--- config.mk ---
export PLATFORM = sky130hd
export DESIGN_NAME = seg7_scan_driver
export DESIGN_NICKNAME = d
export VERILOG_FILES = /design/src/rtl/seg7_pkg.sv /design/src/rtl/seg7_decode.sv /design/src/rtl/seg7_scan_driver.sv
export SDC_FILE = /design/constraint.sdc
export NUM_CORES = 1
export LEC_CHECK = 0
export ABC_AREA = 0
export CAP_MARGIN = 20
export CORE_UTILIZATION = 39
export CTS_CLUSTER_SIZE = 30
export DETAILED_ROUTE_END_ITERATION = 16
export PLACE_DENSITY = 0.64
export SLEW_MARGIN = 20
export SYNTH_ARGS = -nofsm -noshare
export SYNTH_HDL_FRONTEND = slang
export SYNTH_HIERARCHICAL = 1
export SYNTH_SLANG_ARGS = --single-unit
--- constraint.sdc ---
create_clock -name clk -period 2.4 [get_ports clk]
set_clock_uncertainty 0.1 [all_clocks]
set_input_delay 0.48 -clock clk [delete_from_list [all_inputs] [get_ports clk]]
set_output_delay 0.48 -clock clk [all_outputs]
set_load 0.01 [all_outputs]
--- src/rtl/seg7_pkg.sv ---
// Shared constants for the 7-segment scan driver: active-low segment
// patterns (bit7..bit0 = a,b,c,d,e,f,g,dp) and segment bit positions.
package seg7_pkg;

  localparam logic [7:0] SEG_OFF     = 8'hFF;
  localparam logic [7:0] SEG_DP_ONLY = 8'hFE;

  localparam int SEG_A  = 7;
  localparam int SEG_B  = 6;
  localparam int SEG_C  = 5;
  localparam int SEG_D  = 4;
  localparam int SEG_E  = 3;
  localparam int SEG_F  = 2;
  localparam int SEG_G  = 1;
  localparam int SEG_DP = 0;

  localparam logic [7:0] SEG_0 = 8'b0000_0011;
  localparam logic [7:0] SEG_1 = 8'b1001_1111;
  localparam logic [7:0] SEG_2 = 8'b0010_0101;
  localparam logic [7:0] SEG_3 = 8'b0000_1101;
  localparam logic [7:0] SEG_4 = 8'b1001_1001;
  localparam logic [7:0] SEG_5 = 8'b0100_1001;
  localparam logic [7:0] SEG_6 = 8'b0100_0001;
  localparam logic [7:0] SEG_7 = 8'b0001_1111;
  localparam logic [7:0] SEG_8 = 8'b0000_0001;
  localparam logic [7:0] SEG_9 = 8'b0000_1001;

  localparam logic [7:0] SEG_HA = 8'b0001_0001;
  localparam logic [7:0] SEG_HB = 8'b1100_0001;
  localparam logic [7:0] SEG_HC = 8'b0110_0011;
  localparam logic [7:0] SEG_HD = 8'b1000_0101;
  localparam logic [7:0] SEG_HE = 8'b0110_0001;
  localparam logic [7:0] SEG_HF = 8'b0111_0001;

endpackage

--- src/rtl/seg7_decode.sv ---
// Combinational digit decoder: 4-bit code + dp + blank -> active-low
// segment pattern. Define SEG7_HEX_EN to show codes 10-15 as A,b,C,d,E,F;
// otherwise they render dark.
module seg7_decode
  import seg7_pkg::*;
(
  input  logic [3:0] code_i,
  input  logic       dp_i,
  input  logic       blank_i,
  output logic [7:0] seg_n_o
);

  logic [7:0] pat;

  // Glyph lookup; a blanked digit keeps only its dp so a lone point can still show.
  always_comb begin
    pat = SEG_OFF;
    if (!blank_i) begin
      case (code_i)
        4'd0:    pat = SEG_0;
        4'd1:    pat = SEG_1;
        4'd2:    pat = SEG_2;
        4'd3:    pat = SEG_3;
        4'd4:    pat = SEG_4;
        4'd5:    pat = SEG_5;
        4'd6:    pat = SEG_6;
        4'd7:    pat = SEG_7;
        4'd8:    pat = SEG_8;
        4'd9:    pat = SEG_9;
`ifdef SEG7_HEX_EN
        4'd10:   pat = SEG_HA;
        4'd11:   pat = SEG_HB;
        4'd12:   pat = SEG_HC;
        4'd13:   pat = SEG_HD;
        4'd14:   pat = SEG_HE;
        4'd15:   pat = SEG_HF;
`endif
        default: pat = SEG_OFF;
      endcase
    end
    if (dp_i) pat[SEG_DP] = 1'b0;
    seg_n_o = pat;
  end

endmodule

--- src/rtl/seg7_scan_driver.sv ---
// Time-multiplexed N-digit common-anode 7-segment driver. Takes a frame
// snapshot of bcd_in/dp_in once per full scan, blanks leading zeros on the
// snapshot, and keeps all anodes off for GUARD_CYCLES at each slot start.
// Optional macro: SEG7_HEX_EN (hex glyphs for codes 10-15, see seg7_decode).
module seg7_scan_driver
  import seg7_pkg::*;
#(
  parameter int NUM_DIGITS   = 4,
  parameter int SLOT_CYCLES  = 100000,
  parameter int GUARD_CYCLES = 1
) (
  input  logic                    clk,
  input  logic                    reset,
  input  logic                    enable,
  input  logic [4*NUM_DIGITS-1:0] bcd_in,
  input  logic [NUM_DIGITS-1:0]   dp_in,
  input  logic                    lz_blank,
  output logic [7:0]              seg_n,
  output logic [NUM_DIGITS-1:0]   an_n,
  output logic                    frame_start
);

  localparam int CNT_W = $clog2(SLOT_CYCLES);
  localparam int IDX_W = (NUM_DIGITS > 1) ? $clog2(NUM_DIGITS) : 1;

  logic [CNT_W-1:0]                cnt_q, cnt_d;
  logic [IDX_W-1:0]                idx_q, idx_d;
  logic [NUM_DIGITS-1:0][3:0]      snap_bcd_q, snap_bcd_d;
  logic [NUM_DIGITS-1:0]           snap_dp_q, snap_dp_d;
  logic [7:0]                      seg_n_q, seg_n_d;
  logic [NUM_DIGITS-1:0]           an_n_q, an_n_d;
  logic                            frame_start_q, frame_start_d;

  logic                            slot_end, frame_end, an_on, lead;
  logic [NUM_DIGITS-1:0]           blank;
  logic [NUM_DIGITS-1:0][7:0]      dec;

  assign slot_end  = (cnt_q == CNT_W'(SLOT_CYCLES - 1));
  assign frame_end = slot_end && (idx_q == IDX_W'(NUM_DIGITS - 1));
  assign an_on     = enable && (cnt_q >= CNT_W'(GUARD_CYCLES));

  // Leading-zero mask: walk down from the MSD until the first nonzero digit; digit 0 always shows.
  always_comb begin
    blank = '0;
    lead  = lz_blank;
    for (int i = NUM_DIGITS - 1; i >= 1; i--) begin
      if (snap_bcd_q[i] != 4'd0) lead = 1'b0;
      blank[i] = lead;
    end
  end

  for (genvar g = 0; g < NUM_DIGITS; g++) begin : g_dec
    seg7_decode u_dec (
      .code_i  (snap_bcd_q[g]),
      .dp_i    (snap_dp_q[g]),
      .blank_i (blank[g]),
      .seg_n_o (dec[g])
    );
  end

  // Next state: slot counter, digit index, frame snapshot and registered outputs.
  always_comb begin
    cnt_d         = slot_end ? '0 : cnt_q + 1'b1;
    idx_d         = idx_q;
    snap_bcd_d    = snap_bcd_q;
    snap_dp_d     = snap_dp_q;
    frame_start_d = frame_end;
    an_n_d        = '1;
    seg_n_d       = SEG_OFF;
    if (slot_end) idx_d = (idx_q == IDX_W'(NUM_DIGITS - 1)) ? '0 : idx_q + 1'b1;
    if (frame_end) begin
      snap_bcd_d = bcd_in;
      snap_dp_d  = dp_in;
    end
    if (an_on) begin
      an_n_d[idx_q] = 1'b0;
      seg_n_d       = dec[idx_q];
    end
  end

  // State registers with synchronous active-high reset.
  always_ff @(posedge clk) begin
    if (reset) begin
      cnt_q         <= '0;
      idx_q         <= '0;
      snap_bcd_q    <= '0;
      snap_dp_q     <= '0;
      seg_n_q       <= SEG_OFF;
      an_n_q        <= '1;
      frame_start_q <= 1'b0;
    end else begin
      cnt_q         <= cnt_d;
      idx_q         <= idx_d;
      snap_bcd_q    <= snap_bcd_d;
      snap_dp_q     <= snap_dp_d;
      seg_n_q       <= seg_n_d;
      an_n_q        <= an_n_d;
      frame_start_q <= frame_start_d;
    end
  end

  assign seg_n       = seg_n_q;
  assign an_n        = an_n_q;
  assign frame_start = frame_start_q;

endmodule

Word-level counts from Yosys, hierarchy flattened:

Memory sizes are Yosys's and may differ from the RTL's. A register that Yosys moved wholly into a read port is not among the register bits.
Cells that the tools add are included.

* flip-flop bits (word level): 52
* latch bits: 0
* RAM bits: 0
* ROM bits: 448
* output and inout bits: 13
* word-level logic and storage cells: 54
* memories kept: 4

* add/subtract/negate cells: 2
* $mul: 0
* div/mod/pow operators: 0
* order comparisons: 3
* equality and inequality tests: 2
* shifts and indexed selects: 0
* mux-type cells: 23
* bitwise logic cells: 2
* reduce and logical (&&, ||, !) cells: 8

Memory list
* (no name shown): depth 16, width 7, rd ports 1, clocked after memory_dff 1, write ports 0, RTL line seg7_decode.sv:19 `case (code_i)`
* (no name shown): depth 16, width 7, rd ports 1, clocked after memory_dff 1, write ports 0, RTL line seg7_decode.sv:19
* (no name shown): depth 16, width 7, rd ports 1, clocked after memory_dff 1, write ports 0, RTL line seg7_decode.sv:19
* (no name shown): depth 16, width 7, rd ports 1, clocked after memory_dff 1, write ports 0, RTL line seg7_decode.sv:19

Operators by type and width (count)
* 4-bit 2-to-1 mux: 8
* 8-bit 2-to-1 mux: 4
* 17-bit by 1-bit adder with 17-bit output, second input constant: 1
* 17-bit equality test, second input constant: 1
* 17-bit by 1-bit greater-or-equal comparator with 1-bit output, second input constant: 1
* 8-bit binary-select mux with 2-bit select: 1
* 4-bit nonzero test: 3
* 1-bit 2-to-1 mux: 8
* 4-bit inverter: 1
* 2-bit OR reduction: 2
* 1-bit logical AND: 3
* 2-bit by 3-bit less-than comparator with 1-bit output, second input constant: 1
* 2-bit by 1-bit adder with 2-bit output, second input constant: 1
* 1-bit demux with 2-bit select: 1
* 2-bit equality test, second input constant: 1
* 2-bit by 1-bit greater-or-equal comparator with 1-bit output, second input constant: 1
* 2-bit 2-to-1 mux: 1
* 1-bit inverter: 1

Depth between registers and ports, before layout:

Gate-level depths: netlist of the first run.

* word-level depth: 8
* mapped depth: 7
* depth with buffers taken out: 7

Cells and area by module:

The synthesis of the first run kept the hierarchy.

Modules (own cells, without submodules)
* seg7_scan_driver: instances 1, cells each 204, area each 2144.6 um^2
* seg7_decode: instances 4, cells each 34, area each 239.0 um^2

Worst setup path after synthesis of the first run:

Ideal clock, no wire load.

* kind: register to register
* start point: reg snap_bcd_q[14] (netlist name)
* end point: reg seg_n_q[4], in the netlist seg_n[4]
* setup time: 0.126 ns
* arrival: 1.833 ns
* required time: 2.174 ns
* slack: 0.341 ns
* stages on the path, launching flop included: 8
* path through: dfxtp_1 -> nor4_1 -> and2_1 -> and3_1 -> nor2_1 -> a21oi_1 -> mux4_2 -> nand2b_1

RTL lines
* from (decl): RTL line seg7_scan_driver.sv:28 `logic [NUM_DIGITS-1:0][3:0] snap_bcd_q, snap_bcd_d;`
* from (signal assigned): RTL line seg7_scan_driver.sv:94 `snap_bcd_q <= snap_bcd_d;`
* to (signal assigned): RTL line seg7_scan_driver.sv:96 `seg_n_q <= seg_n_d;`
* to (decl): RTL line seg7_scan_driver.sv:30 `logic [7:0] seg_n_q, seg_n_d;`

==> run_results.csv, run 1 <==
group,metric,value,unit
die,coreArea,7730,um^2
setup_path,worst-path-stages,7,
synth,syn_avg_cell_area,9.12,um^2
setup_path,r2r-end,"seg_n[2]$_SDFF_PP1_",
route,drc_errors,0,
final_layout,drive_above_1_share,11.6,%
route,drt_iter0_drc,109,
cts,clock_latency,0.31,ns
route,firstDrtPassIters,4,
timing,tns,0,ns
timing,hold_viol_final,0,
global_route,grt_antenna_before_repair,0,
synth,synthesis.area,3100,um^2
setup_path,rr_startpoint,"snap_bcd_q[13]$_SDFFE_PP0P_",
setup_path,cp.required,2.49,ns
die,die_h,91.2,um
setup_path,critPathLaunch,"snap_bcd_q[13]$_SDFFE_PP0P_",
min_path,hold_path_class,"flip-flop to flip-flop",
final_layout,final_core_utilization,48.0,%
global_route,grt_pass1_wl,11.2,mm
setup_path,worstSetupPathType,"flip-flop to flip-flop",
timing,fin_crit_sh,92.4,%
synth,yosys_warnings,6,
final_layout,final_cell_mix,"dfxtp_1, clkdlybuf4s50_1, a21oi_1",
route,num_vias,2473,
synth,yosys_register_bits,52,
place,dp.final_hpwl,5.00,mm
job,cap_violations,0,
setup_path,max_stage_delay,0.51,ns
timing,clock.fmax,451,MHz
setup_path,critical_path.top_delay_family,"simple AND/OR/NAND/NOR gates",
timing,setup_violations,0,
final_layout,final_common_cell,"dfxtp_1",
cts,post-cts-setup-buffers,0,
setup_path,crit_buf_inv,0,
final_layout,n_antenna_cell,0,
timing,period_minus_slack,2.22,ns
cts,htreeDepth,2,
place,gp_congestion,0.820,
cts,clockBufferDepth,2,
die,rows,32,
synth,synth-async-reset-ratio,0,%
route,routedWlPerCell,13.5,um
synth,ys_seq_area_share,33.6,%
outcome,status,"completed",
place,port_buffers,36,
setup_path,critical_path.cell_chain,"nor4_1, and2_1, and3_1, nor2_1, a21oi_1, mux4_2, nand2b_1",
final_layout,area_growth,19.6,%
final_layout,final_nets,436,
timing,slew_viol_final,0,
cts,numClockSinks,52,
die,start_util,40.1,%
setup_path,r2r_setup_slack,0.18,ns
route,routed_via_density,5.06,
global_route,overflow,0,
setup_path,crit_arrival,2.31,ns
pwr,power_density,417,nW/um^2
setup_path,path_max_fanout,8,
synth,syn_inst,340,
route,antenna_left,0,
pwr,leakage,0.00137,uW
global_route,grt_max_degree,22,
setup_path,endpoint_kind,"flip-flop",
die,io_pins,37,
route,wirelength,6.61,mm
synth,synth-edff-count,0,
synth,synthDistinctLibCells,39,
global_route,first_global_vias,2320,
final_layout,layoutNonFillerInstCount,489,
pwr,vdd_drop_max,0.000210,V
timing,setup_ws,0.182,ns
timing,slew_headroom,62.0,%
die,dieArea,8310,um^2
cts,holdBufCountCts,0,
synth,synth_top_flop_cell,"dfxtp_1",
global_route,grt_usage,17.0,%
cts,clk_pin_slew_worst_paths,0.10,ns
cts,root_buffer,"clkbuf_8",
pwr,total_power,1550,uW
setup_path,reg2regPathDepth,7,
cts,numCtsBuffers,5,
setup_path,cp_slowest_cell,"dfxtp_1",
place,dp_cells,481,
setup_path,crit_path_start_kind,"flip-flop",
cts,tritoncts,"yes",
place,pre_cts_ws,-0.0517,ns
setup_path,cp-endpoint,"seg_n[2]$_SDFF_PP1_",
timing,tightestPinTransition,0.570,ns
die,die_w,91.2,um
timing,rsz0062_at_grt,"false",
cts,cts_resized,0,
[cell type report]
cell class | instances | area [um^2]
Sequential cell | 52 | 1040
Timing Repair Buffer | 49 | 458
Tap cell | 102 | 128
Fill cell | 757 | 4020
Multi-Input combinational cell | 257 | 1910
Clock inverter | 2 | 15.0
Clock buffer | 6 | 82.6
Inverter | 21 | 78.8
[routing by layer]
layer	wire [um]	track usage, %	share of wire, %	vias to the layer above
met4	85	4.50	1.3	0
li1	-	-	-	1286
met5	0	0	0	-
met1	3410	23.1	52	1133
met3	191	3.43	2.9	6
met2	2930	27.3	44	48
[power by group]
part | switching, uW | leakage [uW] | internal (uW)
Sequential | 8.56 | 0.000421 | 872
Combinational | 58.4 | 0.000906 | 75.1
Clock | 299 | 0.0000434 | 234
Total | 366 | 0.00137 | 1180
[through the flow]
step	hold slack, ns	cell area, um^2
4_1_cts	0.394	3710
3_5_place_dp	0.371	3610
3_3_place_gp	0.363	3610
5_1_grt	0.417	3710
2_1_floorplan	0.349	3120
6_report	0.388	3710
[state kept, by name, indices dropped and copies added (netlist names)]
| register | cells |
|---|---|
| an_n | 4 |
| cnt_q | 17 |
| seg_n | 8 |
| snap_dp_q | 4 |
| snap_bcd_q | 16 |
| idx_q | 2 |
| frame_start | 1 |
[synthesized netlist by cell type, drive strengths merged, types with 8 or more instances]
cell type	number	area share, %
a21oi	29	4.7
a22o	20	5.6
buf	11	2.7
dfxtp	52	34
ha	26	10
inv	21	2.5
mux4	8	5.8
nand2	13	1.7
nand2b	24	5.8
nand3	9	1.5
nor2	23	2.8
nor3	13	2.7
nor4	8	1.6
o21ai	21	3.5
xor2	9	2.5
[worst min-delay path by stage]
stage | start | endpoint | depth (start not counted)
5_1_grt | snap_dp_q[3]$_SDFFE_PP0P_ | snap_dp_q[3]$_SDFFE_PP0P_ | 1
2_1_floorplan | snap_dp_q[0]$_SDFFE_PP0P_ | snap_dp_q[0]$_SDFFE_PP0P_ | 1
6_report | snap_dp_q[3]$_SDFFE_PP0P_ | snap_dp_q[3]$_SDFFE_PP0P_ | 1
3_5_place_dp | snap_dp_q[3]$_SDFFE_PP0P_ | snap_dp_q[3]$_SDFFE_PP0P_ | 1
4_1_cts | snap_dp_q[3]$_SDFFE_PP0P_ | snap_dp_q[3]$_SDFFE_PP0P_ | 1
3_3_place_gp | snap_dp_q[0]$_SDFFE_PP0P_ | snap_dp_q[0]$_SDFFE_PP0P_ | 1
[cell families (layout without fill, tap and decap cells)]
family | after synthesis | in the layout | share of synthesized area, %
other | 1 | 7 | 0.121
adders and majority gates | 26 | 26 | 10.5
muxes | 8 | 8 | 5.81
AOI/OAI and AO/OA | 81 | 81 | 16.4
buffers and inverters | 37 | 78 | 5.89
and+or+nand+nor | 119 | 119 | 23.2
xor gates and xnor gates | 16 | 16 | 4.52
DFF | 52 | 52 | 33.6
(Power assumes the default switching activity.)
==> run 2: changes to the inputs <==
--- a/config.mk
+++ b/config.mk
@@ -10,6 +10,7 @@
 export CORE_UTILIZATION = 39
 export CTS_CLUSTER_SIZE = 30
 export DETAILED_ROUTE_END_ITERATION = 16
+export MAX_ROUTING_LAYER = met4
 export PLACE_DENSITY = 0.64
 export SLEW_MARGIN = 20
 export SYNTH_ARGS = -nofsm -noshare
==> run 2 against run 1 <==
  * Total power hardly changed
  * Worst hold slack about the same
  * Die area stayed put
  * Worst setup slack got worse by 0.0038 ns
  * Clock power hardly changed
  * Critical path depth is the same
  * Fmax shrank 0.17%
  * Critical endpoint unchanged
==> run_results.csv, run 2 (same netlist as run 1, synthesis figures left out) <==
group,metric,value,unit
final_layout,area_growth,19.6,%
final_layout,final_core_utilization,48.0,%
die,die_h,91.2,um
setup_path,path_max_fanout,8,
cts,numCtsBuffers,5,
setup_path,worstSetupPathType,"flip-flop to flip-flop",
setup_path,endpoint_kind,"flip-flop",
route,wirelength,6.60,mm
die,die_w,91.2,um
place,port_buffers,36,
route,drc_errors,0,
global_route,overflow,0,
setup_path,critical_path.cell_chain,"nor4_1, and2_1, and3_1, nor2_1, a21oi_1, mux4_2, nand2b_1",
global_route,grt_max_degree,22,
timing,slew_viol_final,0,
outcome,status,"completed",
cts,tritoncts,"yes",
setup_path,worst-path-stages,7,
pwr,vdd_drop_max,0.000209,V
timing,rsz0062_at_grt,"false",
setup_path,max_stage_delay,0.52,ns
route,routedWlPerCell,13.5,um
timing,tightestPinTransition,0.567,ns
timing,hold_viol_final,0,
final_layout,largest_register_ffs,17,
final_layout,n_antenna_cell,0,
die,coreArea,7730,um^2
setup_path,cp_slowest_cell,"dfxtp_1",
global_route,grt_antenna_before_repair,0,
cts,holdBufCountCts,0,
final_layout,final_cell_mix,"dfxtp_1, clkdlybuf4s50_1, a21oi_1",
min_path,hold_start,"snap_dp_q[3]$_SDFFE_PP0P_",
setup_path,crit_arrival,2.31,ns
setup_path,reg2regPathDepth,7,
min_path,min_path_cells,1,
timing,slew_headroom,62.1,%
setup_path,rr_startpoint,"snap_bcd_q[13]$_SDFFE_PP0P_",
global_route,grt_pass1_wl,11.3,mm
timing,setup_violations,0,
final_layout,final_common_cell,"dfxtp_1",
cts,numClockSinks,52,
min_path,hold_path_end,"snap_dp_q[3]$_SDFFE_PP0P_",
final_layout,drive_above_1_share,11.6,%
cts,post-cts-setup-buffers,0,
cts,cts_resized,0,
setup_path,crit_path_start_kind,"flip-flop",
die,io_pins,37,
final_layout,largest_register,"cnt_q",
job,cap_violations,0,
die,dieArea,8310,um^2
setup_path,cp.required,2.49,ns
cts,clk_pin_slew_worst_paths,0.10,ns
final_layout,final_nets,436,
min_path,hold_path_class,"flip-flop to flip-flop",
route,routed_via_density,5.04,
die,start_util,40.1,%
setup_path,r2r_setup_slack,0.18,ns
setup_path,r2r-end,"seg_n[2]$_SDFF_PP1_",
route,firstDrtPassIters,4,
cts,root_buffer,"clkbuf_8",
timing,period_minus_slack,2.22,ns
timing,fin_crit_sh,92.6,%
global_route,first_global_vias,2317,
timing,clock.fmax,450,MHz
route,drt_iter0_drc,121,
setup_path,crit_buf_inv,0,
cts,clockBufferDepth,2,
setup_path,critical_path.top_delay_family,"simple AND/OR/NAND/NOR gates",
place,dp.final_hpwl,5.00,mm
cts,htreeDepth,2,
die,rows,32,
timing,hold-worst-slack,0.388,ns
route,num_vias,2464,
pwr,power_density,417,nW/um^2
place,gp_congestion,0.832,
pwr,leakage,0.00137,uW
route,antenna_left,0,
cts,clock_latency,0.31,ns
global_route,grt_usage,17.5,%
run 2: cell counts in the layout (fill, tap and decap cells not counted):
Identical to the previous run, type by type.
run 2: routing by layer:
| layer | vias up | track usage (%) | routed length, um |
|---|---|---|---|
| met5 | - | - | 0 |
| met1 | 1130 | 23.2 | 3390 |
| met4 | 0 | 4.50 | 82 |
| met3 | 6 | 3.35 | 195 |
| met2 | 41 | 27.3 | 2930 |
| li1 | 1287 | - | - |
run 2: worst max path at each step:
stage,startpoint,endpoint,slack (ns)
CTS,snap_bcd_q[13]$_SDFFE_PP0P_,seg_n[2]$_SDFF_PP1_,0.18
finish,snap_bcd_q[13]$_SDFFE_PP0P_,seg_n[2]$_SDFF_PP1_,0.18
global placement,lz_blank,seg_n[7]$_SDFF_PP1_,0.01
global route,snap_bcd_q[13]$_SDFFE_PP0P_,seg_n[7]$_SDFF_PP1_,0.07
floorplan,snap_bcd_q[14]$_SDFFE_PP0P_,seg_n[4]$_SDFF_PP1_,0.34
detailed placement,lz_blank,seg_n[2]$_SDFF_PP1_,-0.05
run 2: layout make-up:
type	count	area (um^2)
clock buffer	6	82.6
clock inverter	2	15.0
fill	757	4020
inverter	21	78.8
multi-input combinational	257	1910
sequential	52	1040
tap	102	128
timing repair buffer	49	458
run 2: through the flow:
step,setup TNS (ns),instances,instance area [um^2],total power [uW],setup WS [ns]
after floorplan,0,346,3120,963,0.341
after global placement,0,481,3610,1030,0.0110
after detailed placement,-0.128,481,3610,1040,-0.0517
after CTS,0,489,3710,1560,0.176
after global routing,0,489,3710,1610,0.0700
final,0,489,3710,1550,0.178
run 2: where the power goes:
part	switching [uW]	internal [uW]
clock network	298	234
logic	58.2	75.1
registers	8.57	872
==> run 3: changes to the inputs <==
--- a/config.mk
+++ b/config.mk
@@ -10,6 +10,7 @@
 export CORE_UTILIZATION = 39
 export CTS_CLUSTER_SIZE = 30
 export DETAILED_ROUTE_END_ITERATION = 16
+export HOLD_SLACK_MARGIN = 0.03
 export MAX_ROUTING_LAYER = met4
 export PLACE_DENSITY = 0.64
 export SLEW_MARGIN = 20
==> results of run 3 <==
Final layout, timing and power as in run 2 (identical DEF).
